`src/rtl/scan_pkg.sv`:
```
// Shared definitions for the scan chain controller: FSM state encoding and
// the largest supported chain length.
package scan_pkg;

    localparam int MAX_WIDTH = 256;

    typedef enum logic [1:0] {
        ST_IDLE    = 2'd0,
        ST_CAPTURE = 2'd1,
        ST_SHIFT   = 2'd2,
        ST_UPDATE  = 2'd3
    } scan_state_e;

endpackage

```
`src/rtl/scan_shadow_reg.sv`:
```
// Shadow register of the scan chain: parallel capture from the chip, serial
// LSB-first shift, and running parity of the bits shifted out and shifted in.
// The parity accumulators exist only when SCAN_CHAIN_PARITY_EN is defined;
// otherwise out_par/in_par are tied low.
module scan_shadow_reg #(
    parameter int WIDTH = 8
) (
    input  logic             clk,
    input  logic             rst,
    input  logic             load_en,
    input  logic             shift_en,
    input  logic             par_clr,
    input  logic             scan_in,
    input  logic [WIDTH-1:0] load_data,
    output logic [WIDTH-1:0] shadow,
    output logic             out_par,
    output logic             in_par
);

    logic [WIDTH-1:0] shadow_q;
    logic [WIDTH-1:0] shadow_d;
    logic [WIDTH-1:0] shifted;

    // A one-cell chain has nothing to shift along; the new bit simply replaces it.
    generate
        if (WIDTH == 1) begin : g_one_cell
            assign shifted = scan_in;
        end else begin : g_multi_cell
            assign shifted = {scan_in, shadow_q[WIDTH-1:1]};
        end
    endgenerate

    // Next shadow value: capture has priority, the controller never asserts both.
    always_comb begin
        shadow_d = shadow_q;
        if (load_en) begin
            shadow_d = load_data;
        end else if (shift_en) begin
            shadow_d = shifted;
        end
    end

    // Shadow register state.
    always_ff @(posedge clk or posedge rst) begin
        if (rst) begin
            shadow_q <= '0;
        end else begin
            shadow_q <= shadow_d;
        end
    end

    assign shadow = shadow_q;

`ifdef SCAN_CHAIN_PARITY_EN
    logic out_par_q;
    logic out_par_d;
    logic in_par_q;
    logic in_par_d;

    // Accumulate parity of every bit leaving and entering the chain.
    always_comb begin
        out_par_d = out_par_q;
        in_par_d  = in_par_q;
        if (par_clr) begin
            out_par_d = 1'b0;
            in_par_d  = 1'b0;
        end else if (shift_en) begin
            out_par_d = out_par_q ^ shadow_q[0];
            in_par_d  = in_par_q ^ scan_in;
        end
    end

    // Parity accumulator state.
    always_ff @(posedge clk or posedge rst) begin
        if (rst) begin
            out_par_q <= 1'b0;
            in_par_q  <= 1'b0;
        end else begin
            out_par_q <= out_par_d;
            in_par_q  <= in_par_d;
        end
    end

    assign out_par = out_par_q;
    assign in_par  = in_par_q;
`else
    logic unused_par_clr;
    assign unused_par_clr = par_clr;
    assign out_par        = 1'b0;
    assign in_par         = 1'b0;
`endif

endmodule

```
`src/rtl/scan_chain.sv`:
```
// Scan chain controller: IDLE -> (CAPTURE) -> SHIFT x WIDTH -> UPDATE -> IDLE.
// Optional macro SCAN_CHAIN_PARITY_EN adds one parity cycle at the end of
// SHIFT and suppresses the UPDATE load on a parity mismatch.
//
// Handshake: start is a request that is accepted only on an edge where the
// block is in IDLE (busy=0); capture_en/update_en are sampled on that same
// edge only. Requests while busy=1 are dropped, not queued. done pulses for
// one cycle after the UPDATE exit edge, and a new start may be accepted in
// that same cycle.
module scan_chain
    import scan_pkg::*;
#(
    parameter int               WIDTH   = 8,
    parameter logic [WIDTH-1:0] RST_VAL = '0
) (
    input  logic             clk,
    input  logic             rst,
    input  logic             start,
    input  logic             capture_en,
    input  logic             update_en,
    input  logic             scan_in,
    output logic             scan_out,
    input  logic [WIDTH-1:0] chip_data_out,
    output logic [WIDTH-1:0] chip_data_in,
    output logic             busy,
    output logic             done,
    output logic             par_err
);

    localparam int CW = $clog2(WIDTH + 1);

    generate
        if (WIDTH < 1 || WIDTH > MAX_WIDTH) begin : g_bad_width
            $error("scan_chain: WIDTH out of range");
        end
    endgenerate

    // Counter value of the final SHIFT cycle; the counter stops there, so it
    // never wraps even when CW is a single bit.
`ifdef SCAN_CHAIN_PARITY_EN
    localparam logic [CW-1:0] LAST_CNT = CW'(WIDTH);
`else
    localparam logic [CW-1:0] LAST_CNT = CW'(WIDTH - 1);
`endif

    scan_state_e      state_q, state_d;
    logic [CW-1:0]    cnt_q, cnt_d;
    logic             cap_q, cap_d;
    logic             upd_q, upd_d;
    logic [WIDTH-1:0] chip_q, chip_d;
    logic             busy_q, busy_d;
    logic             done_q, done_d;
    logic             par_err_q, par_err_d;

    logic             start_ok;
    logic             parity_cycle;
    logic             shift_en;
    logic             load_en;
    logic [WIDTH-1:0] shadow;
    logic             out_par;
    logic             in_par;

    assign start_ok = (state_q == ST_IDLE) && start;

`ifdef SCAN_CHAIN_PARITY_EN
    assign parity_cycle = (state_q == ST_SHIFT) && (cnt_q == LAST_CNT);
`else
    assign parity_cycle = 1'b0;
`endif

    assign shift_en = (state_q == ST_SHIFT) && !parity_cycle;
    assign load_en  = (state_q == ST_CAPTURE) && cap_q;

    scan_shadow_reg #(
        .WIDTH (WIDTH)
    ) u_shadow (
        .clk       (clk),
        .rst       (rst),
        .load_en   (load_en),
        .shift_en  (shift_en),
        .par_clr   (start_ok),
        .scan_in   (scan_in),
        .load_data (chip_data_out),
        .shadow    (shadow),
        .out_par   (out_par),
        .in_par    (in_par)
    );

    // Next-state and next-output logic of the controller.
    always_comb begin
        state_d   = state_q;
        cnt_d     = cnt_q;
        cap_d     = cap_q;
        upd_d     = upd_q;
        chip_d    = chip_q;
        par_err_d = par_err_q;
        case (state_q)
            ST_IDLE: begin
                if (start) begin
                    cap_d     = capture_en;
                    upd_d     = update_en;
                    par_err_d = 1'b0;
                    cnt_d     = '0;
                    state_d   = capture_en ? ST_CAPTURE : ST_SHIFT;
                end
            end
            ST_CAPTURE: begin
                cnt_d   = '0;
                state_d = ST_SHIFT;
            end
            ST_SHIFT: begin
                if (parity_cycle && (scan_in != in_par)) begin
                    par_err_d = 1'b1;
                end
                if (cnt_q == LAST_CNT) begin
                    cnt_d   = '0;
                    state_d = ST_UPDATE;
                end else begin
                    cnt_d = cnt_q + CW'(1);
                end
            end
            ST_UPDATE: begin
                if (upd_q && !par_err_q) begin
                    chip_d = shadow;
                end
                state_d = ST_IDLE;
            end
            default: begin
                state_d = ST_IDLE;
            end
        endcase
        busy_d = (state_d != ST_IDLE);
        done_d = (state_q == ST_UPDATE);
    end

    // Controller state and registered outputs.
    always_ff @(posedge clk or posedge rst) begin
        if (rst) begin
            state_q   <= ST_IDLE;
            cnt_q     <= '0;
            cap_q     <= 1'b0;
            upd_q     <= 1'b0;
            chip_q    <= RST_VAL;
            busy_q    <= 1'b0;
            done_q    <= 1'b0;
            par_err_q <= 1'b0;
        end else begin
            state_q   <= state_d;
            cnt_q     <= cnt_d;
            cap_q     <= cap_d;
            upd_q     <= upd_d;
            chip_q    <= chip_d;
            busy_q    <= busy_d;
            done_q    <= done_d;
            par_err_q <= par_err_d;
        end
    end

    assign scan_out     = parity_cycle ? out_par : shadow[0];
    assign chip_data_in = chip_q;
    assign busy         = busy_q;
    assign done         = done_q;

`ifdef SCAN_CHAIN_PARITY_EN
    assign par_err = par_err_q;
`else
    assign par_err = 1'b0;
`endif

endmodule

```
`config.mk`:
```
export PLATFORM = sky130hd
export DESIGN_NAME = scan_chain
export DESIGN_NICKNAME = d
export VERILOG_FILES = /design/src/rtl/scan_pkg.sv /design/src/rtl/scan_shadow_reg.sv /design/src/rtl/scan_chain.sv
export SDC_FILE = /design/constraint.sdc
export NUM_CORES = 1
export LEC_CHECK = 0
export CELL_PAD_IN_SITES_DETAIL_PLACEMENT = 1
export CELL_PAD_IN_SITES_GLOBAL_PLACEMENT = 1
export CORE_ASPECT_RATIO = 1.25
export CORE_MARGIN = 2
export CORE_UTILIZATION = 35
export CTS_CLUSTER_DIAMETER = 50
export DETAILED_ROUTE_END_ITERATION = 10
export PLACE_DENSITY = 0.8
export SYNTH_ARGS = -nofsm -noshare
export SYNTH_HDL_FRONTEND = slang
export SYNTH_SLANG_ARGS = --single-unit
```
`constraint.sdc`:
```
create_clock -name clk -period 1.5 [get_ports clk]
set_input_delay 0.3 -clock clk [delete_from_list [all_inputs] [get_ports clk]]
set_output_delay 0.3 -clock clk [all_outputs]
set_load 0.02 [all_outputs]
```
==> results.sh, run 1 <==
export IMPL_max_clock_path_buffers=2
export IMPL_dp_hpwl_um=2020
export IMPL_post_layout_nonfiller_instances=176
export IMPL_nNetsFinal=159
export IMPL_synth_mux_area_share_pct=17.8
export IMPL_cts_hold_buffers=0
export IMPL_globalRouteTotalUtil_pct=14.9
export IMPL_synthCells=105
export IMPL_post_synth_and_or_nand_nor_area_fraction_pct=10.7
export IMPL_drt_drc_violations_left=0
export IMPL_pwr_density_cell_mw_per_mm2=2070
export IMPL_timing_rr_start="state_q[1]$_DFF_PP0_"
export IMPL_std_cell_rows=24
export IMPL_final_max_slew_viol_count=0
export IMPL_crit_chain="inv_1 -> ha_4 -> mux2i_4 -> nand2b_4 -> o21ai_0"
export IMPL_antenna_violating_nets_post_route=0
export IMPL_cts_tree="yes"
export IMPL_grt_start_max_net_pins=27
export IMPL_dieHeight_um=70.1
export IMPL_grt_antenna_before_repair=0
export IMPL_synth_cell_area_mm2=0.00122
export IMPL_stdcell_area_mm2=0.00165
export IMPL_antenna_cells_inserted=0
export IMPL_tritoncts_num_sinks=26
export IMPL_global_route_overflow_total=0
export IMPL_synth_top_flop_cell="dfrtp_1"
export IMPL_critPathLaunch="state_q[1]$_DFF_PP0_"
export IMPL_synth_top_family_by_area="multiplexers"
export IMPL_number_of_global_route_vias_before_repair=983
export IMPL_power_ir_vdd_worst_mv=0.887
export IMPL_synth_enable_flop_cells=0
export IMPL_die_area_mm2=0.00398
export IMPL_critical_path_endpoint_type="flip-flop"
export IMPL_adder_and_majority_gate_portion_of_the_synthesized_area_pct=6.14
export IMPL_drt_wl_total_um=2700
export IMPL_post_route_cells_drive_above_1_share_pct=21.2
export IMPL_timing_hold_worst_class="input pin to async pin"
export IMPL_routed_wire_length_per_instance_um=15.4
export IMPL_worst_ep_arrival_time_ns=1.59
export IMPL_vias=871
export IMPL_cts_buffers=3
export IMPL_crit_path_top_delay_cell="dfrtp_1"
export IMPL_wire_length_of_the_first_global_routing_pass_um=4570
export IMPL_synth_seq_cells=26
export IMPL_placedCellCount=172
export IMPL_number_of_unique_standard_cell_types_used_by_synthesis=24
export IMPL_timing_setup_critical_path_class="flip-flop to flip-flop"
export IMPL_number_of_warnings_issued_by_yosys=0
export IMPL_gp_routability_congestion=0.827
export IMPL_async_flop_share_pct=100
export IMPL_setup_violations_final=0
export IMPL_hold_violations=0
export IMPL_boundaryPins=26
export IMPL_dpl_cell_area_mm2=0.00158
export IMPL_worst_setup_path_start_kind="flip-flop"
export IMPL_final_period_minus_worst_setup_slack_ns=1.43
export IMPL_path_max_fanout=6
export IMPL_initial_core_util_pct=35.7
export IMPL_area_delta_synth_final_pct=35.0
export IMPL_cap_violations=0
export IMPL_die_width_um=56.9
export IMPL_max_clock_freq_ghz=0.697
export IMPL_clock_skew_ns=0.00592
export IMPL_synth_compound_area_share_pct=8.09
export IMPL_synth_xor_xnor_area_share_pct=0
export IMPL_mean_number_of_vias_per_cell=4.95
export IMPL_synth_net_count=125
export IMPL_drt_pass1_iterations=2
export IMPL_cts_htree_levels=1
export IMPL_setup_total_negative_slack_ns=0
export IMPL_p_leak_nw=0.756
export IMPL_outcome="complete, no violations"
export IMPL_numPortBuffers=24
export IMPL_first_iter_violations=3
export IMPL_synth_sequential_area_ratio_pct=53.2
export IMPL_cp_required_ns=1.66
export IMPL_design_core_area_mm2=0.00342
export IMPL_fin_crit_sh_pct=95.6
export IMPL_syn_avg_cell_area_um2=11.6
export IMPL_clkTransAtPathRegs_ns=0.09
export IMPL_worst_skew_pair_late_latency_ns=0.27
export IMPL_critical_path_max_stage_delay_ns=0.44
export IMPL_root_buffer="clkbuf_8"
-- cells in the mapped netlist, types with 2 or more instances --
master / n / share of area, %
inv_1: 4 / 1.2
mux2i_1: 8 / 6.6
buf_4: 2 / 1.2
ha_1: 6 / 6.1
mux2_2: 11 / 10
nor2b_1: 2 / 1.0
dfrtp_1: 26 / 53
nand2_1: 16 / 4.9
a21oi_1: 2 / 0.82
o21ai_0: 14 / 5.7
-- cell type report --
class                      instances  area [um2]
multi-input combinational         71         563
tap                               39        48.8
timing repair buffer              33         332
sequential                        26         651
clock buffer                       3        41.3
fill                             394        1770
inverter                           4        15.0
-- state kept, by name (all words and copies together), names as in the netlist --
name,flops
upd_q,1
cap_q,1
busy,1
state_q,2
done,1
cnt_q,4
u_shadow.shadow,8
chip_data_in,8
-- metal layers --
layer  wire length (um)  share of wire [%]  global-route usage (%)
met1               1190                 44                    18.1
met2               1420                 52                    26.4
met3                 81                3.0                    2.59
met4                 17               0.63                    4.65
met5                  0                  0                       0
-- per-stage QoR --
stage / hold WS, ns / worst slack (ns) / total power (W) / util, %
finish: 0.381 / 0.0661 / 0.00342 / 48.2
global route: 0.423 / -0.0152 / 0.00367 / 48.2
CTS: 0.387 / 0.0194 / 0.00338 / 47.3
detailed placement: 0.499 / -0.0381 / 0.00301 / 46.1
global placement: 0.489 / 0.0254 / 0.00289 / 46.1
floorplan: 0.340 / 0.0880 / 0.00229 / -
-- worst max-delay path: cells and delay by family (launching register included) --
family | cells | cell delay [ns]
compound gates | 1 | 0.08
fa+ha+maj | 1 | 0.18
buf+inv | 1 | 0.16
flops | 1 | 0.44
mux | 1 | 0.28
simple gates | 1 | 0.18
-- power by group --
part           switching (W)  leakage, nW  internal (W)  total [W]
Clock               0.000209       0.0216      0.000180   0.000389
Sequential          0.000226        0.319       0.00103    0.00126
Combinational       0.000851        0.415      0.000917    0.00177
-- worst paths after layout --
check / cells after the start / end / slack [ns]
max: 5 / cnt_q[2]$_DFFE_PP0P_ / 0.07
min: 3 / state_q[0]$_DFF_PP0_ / 0.38
max reg2reg: 5 / cnt_q[2]$_DFFE_PP0P_ / 0.07
min reg2reg: 1 / chip_data_in[4]$_DFFE_PP0P_ / 0.51
max in group asynchronous: 3 / cnt_q[3]$_DFFE_PP0P_ / 0.87
min in group clk: 1 / chip_data_in[4]$_DFFE_PP0P_ / 0.51
-- cells by family after synthesis --
kind of cell | after synthesis
DFF | 26
AOI/OAI and AO/OA | 18
muxes | 20
other | 1
and+or+nand+nor | 26
buffers and inverters | 8
adders and majority gates | 6
-- layout by cell type, fill, tap and decap left out --
master and count:
dfrtp_1 26, nand2_1 16, o21ai_0 13, clkdlybuf4s50_1 13, mux2_2 11, dlygate4sd2_1 11, mux2i_1 8, buf_4 6
inv_1 4, ha_1 3, clkbuf_8 3, buf_12 3, a21oi_1 2, nor2b_1 2, ha_4 2, and2_1 1
nand3_1 1, mux2i_4 1, nand2b_4 1, or3_1 1, o22ai_1 1, nor2_1 1, and3b_1 1, o21ai_1 1
nor4b_1 1, o31ai_2 1, nand2b_1 1, ha_2 1, conb_1 1
-- what timing repair did --
item	in CTS	in global routing
endpoints found under the setup margin	17	9
gates cloned	0	0
buffers inserted	0	1
resized for setup	14	4
No activity file was read; power rests on OpenSTA's default activity.
==> run 2, diff against run 1 <==
--- a/config.mk
+++ b/config.mk
@@ -8,7 +8,6 @@
 export CELL_PAD_IN_SITES_DETAIL_PLACEMENT = 1
 export CELL_PAD_IN_SITES_GLOBAL_PLACEMENT = 1
 export CORE_ASPECT_RATIO = 1.25
-export CORE_MARGIN = 2
 export CORE_UTILIZATION = 35
 export CTS_CLUSTER_DIAMETER = 50
 export DETAILED_ROUTE_END_ITERATION = 10
==> constraint.sdc (replaced) <==
create_clock -name clk -period 1.2 [get_ports clk]
set_input_delay 0.24 -clock clk [delete_from_list [all_inputs] [get_ports clk]]
set_output_delay 0.24 -clock clk [all_outputs]
set_load 0.02 [all_outputs]
==> results.sh, run 2 (synthesis gave the netlist of run 1 again) <==
export IMPL_outcome="finished, violations left"
export IMPL_violations="setup timing"
export IMPL_area_delta_synth_final_pct=43.4
export IMPL_nNetsFinal=167
export IMPL_root_buffer="clkbuf_8"
export IMPL_cts_htree_levels=1
export IMPL_dp_hpwl_um=2090
export IMPL_critical_path_endpoint_type="flip-flop"
export IMPL_first_iter_violations=15
export IMPL_antenna_cells_inserted=0
export IMPL_worst_setup_path_start_kind="flip-flop"
export IMPL_critPathLaunch="state_q[1]$_DFF_PP0_"
export IMPL_number_of_global_route_vias_before_repair=1000
export IMPL_worst_skew_pair_late_latency_ns=0.27
export IMPL_dieHeight_um=68.1
export IMPL_mostFrequentLayoutCell="dfrtp_1"
export IMPL_tritoncts_num_sinks=26
export IMPL_grt_start_max_net_pins=27
export IMPL_cts_tree="yes"
export IMPL_timing_rr_start="state_q[1]$_DFF_PP0_"
export IMPL_cp_required_ns=1.35
export IMPL_boundaryPins=26
export IMPL_pwr_density_cell_mw_per_mm2=2670
export IMPL_mean_number_of_vias_per_cell=5.02
export IMPL_clockPowerShare_pct=10.5
export IMPL_layout_common_cells="dfrtp_1, nand2_1, buf_4, clkdlybuf4s50_1, o21ai_0"
export IMPL_gp_routability_congestion=0.763
export IMPL_worst_slack_ns=-0.179
export IMPL_drt_drc_violations_left=0
export IMPL_p_leak_nw=0.814
export IMPL_fin_crit_sh_pct=115
export IMPL_timing_hold_worst_class="input pin to async pin"
export IMPL_part_of_the_total_power_dissipated_in_combinational_logic_pct=55.2
export IMPL_vias=914
export IMPL_post_route_cells_drive_above_1_share_pct=39.3
export IMPL_wire_length_of_the_first_global_routing_pass_um=4600
export IMPL_power_net_switching_w=0.00175
export IMPL_final_period_minus_worst_setup_slack_ns=1.38
export IMPL_design_core_area_mm2=0.00328
export IMPL_die_area_mm2=0.00373
export IMPL_cts_buffers=3
export IMPL_die_width_um=54.9
export IMPL_cts_hold_buffers=0
export IMPL_cap_violations=0
export IMPL_globalRouteTotalUtil_pct=17.7
export IMPL_sequentialPowerShare_pct=34.3
export IMPL_worst_ep_arrival_time_ns=1.53
export IMPL_initial_core_util_pct=37.3
export IMPL_final_max_slew_viol_count=0
export IMPL_antenna_violating_nets_post_route=0
export IMPL_max_clock_freq_ghz=0.725
export IMPL_grt_antenna_before_repair=0
export IMPL_drt_pass1_iterations=4
export IMPL_clkTransAtPathRegs_ns=0.09
export IMPL_timing_setup_critical_path_class="flip-flop to flip-flop"
export IMPL_path_max_fanout=5
export IMPL_hold_violations=0
export IMPL_clock_skew_ns=0.00651
export IMPL_switching_share_pct=37.4
export IMPL_drt_wl_total_um=2910
export IMPL_global_route_overflow_total=0
export IMPL_std_cell_rows=23
export IMPL_routed_wire_length_per_instance_um=16.0
export IMPL_hold_ws_ns=0.289
export IMPL_setup_total_negative_slack_ns=-2.84
export IMPL_unrepaired_setup_endpoints_after_global_routing="true"
export IMPL_power_ir_vdd_worst_mv=1.36
export IMPL_dp_worst_setup_slack_ns=-0.269
export IMPL_setup_violations_final=24
export IMPL_power_internal_w=0.00293
export IMPL_numPortBuffers=24
export IMPL_max_clock_path_buffers=2
[run 2: changes by cell type in the layout (fill, tap and decap cells not counted), moves of 3 or more]
cell | previous run | this run
buf_4 | 6 | 14
clkbuf_2 | 0 | 7
dlygate4sd2_1 | 11 | 0
ha_2 | 1 | 4
mux2_2 | 11 | 3
mux2_4 | 0 | 8
o21ai_0 | 13 | 10
[run 2: area by class of cell]
class                   instances  area (um2)
fillers                       352        1530
flip-flops and latches         26         651
multi-input cells              71         627
repair buffers                 41         373
well taps                      37        46.3
clock buffers                   3        41.3
inverters                       4        15.0
[run 2: through the flow]
step / std cells / utilization (%) / instance area (um2) / power [W]
after detailed placement: 173 / 49.6 / 1630 / 0.00396
final: 182 / 53.4 / 1750 / 0.00468
after floorplan: 105 / - / 1260 / 0.00299
after CTS: 178 / 51.8 / 1700 / 0.00448
after global placement: 173 / 49.6 / 1630 / 0.00380
after global routing: 182 / 53.4 / 1750 / 0.00500
[run 2: path summary, 6_finish.rpt]
path,cells after the start,slack (ns),endpoint
min in group clk,1,0.52,chip_data_in[4]$_DFFE_PP0P_
hold / removal,3,0.29,cnt_q[1]$_DFFE_PP0P_
max in group asynchronous,3,0.75,upd_q$_DFFE_PP0P_
hold reg to reg,1,0.52,chip_data_in[4]$_DFFE_PP0P_
setup / recovery,5,-0.18,cnt_q[2]$_DFFE_PP0P_
setup reg to reg,5,-0.18,cnt_q[2]$_DFFE_PP0P_
[run 2: routing by layer]
metal	global-route usage [%]	part of all wire (%)	up-vias
met5	0	0	-
met4	7.37	1.4	0
met3	3.33	5.4	4
li1	-	-	434
met2	32.5	53	24
met1	18.8	40	452
[run 2: power by group through the flow]
| stage | combinational, W | clock (W) | sequential [W] |
|---|---|---|---|
| global placement | 0.00225 | 0 | 0.00156 |
| detailed placement | 0.00236 | 0 | 0.00160 |
| global route | 0.00281 | 0.000537 | 0.00166 |
| floorplan | 0.00125 | 0 | 0.00174 |
| CTS | 0.00238 | 0.000513 | 0.00159 |
| finish | 0.00258 | 0.000492 | 0.00160 |
[run 2: worst max-delay path, cell delays in order (launching register included)]
cell and delay [ns]:
dfrtp_1 0.42, buf_4 0.15, ha_2 0.21, nor2b_1 0.16
o21ai_0 0.21, o21ai_1 0.11
[run 2: repair_timing]
item	4_1_cts	5_1_grt
pin swaps	0	4
endpoints found under the setup margin	35	32
buffers inserted	2	4
resized for setup	27	25
endpoints found under the hold margin	0	0
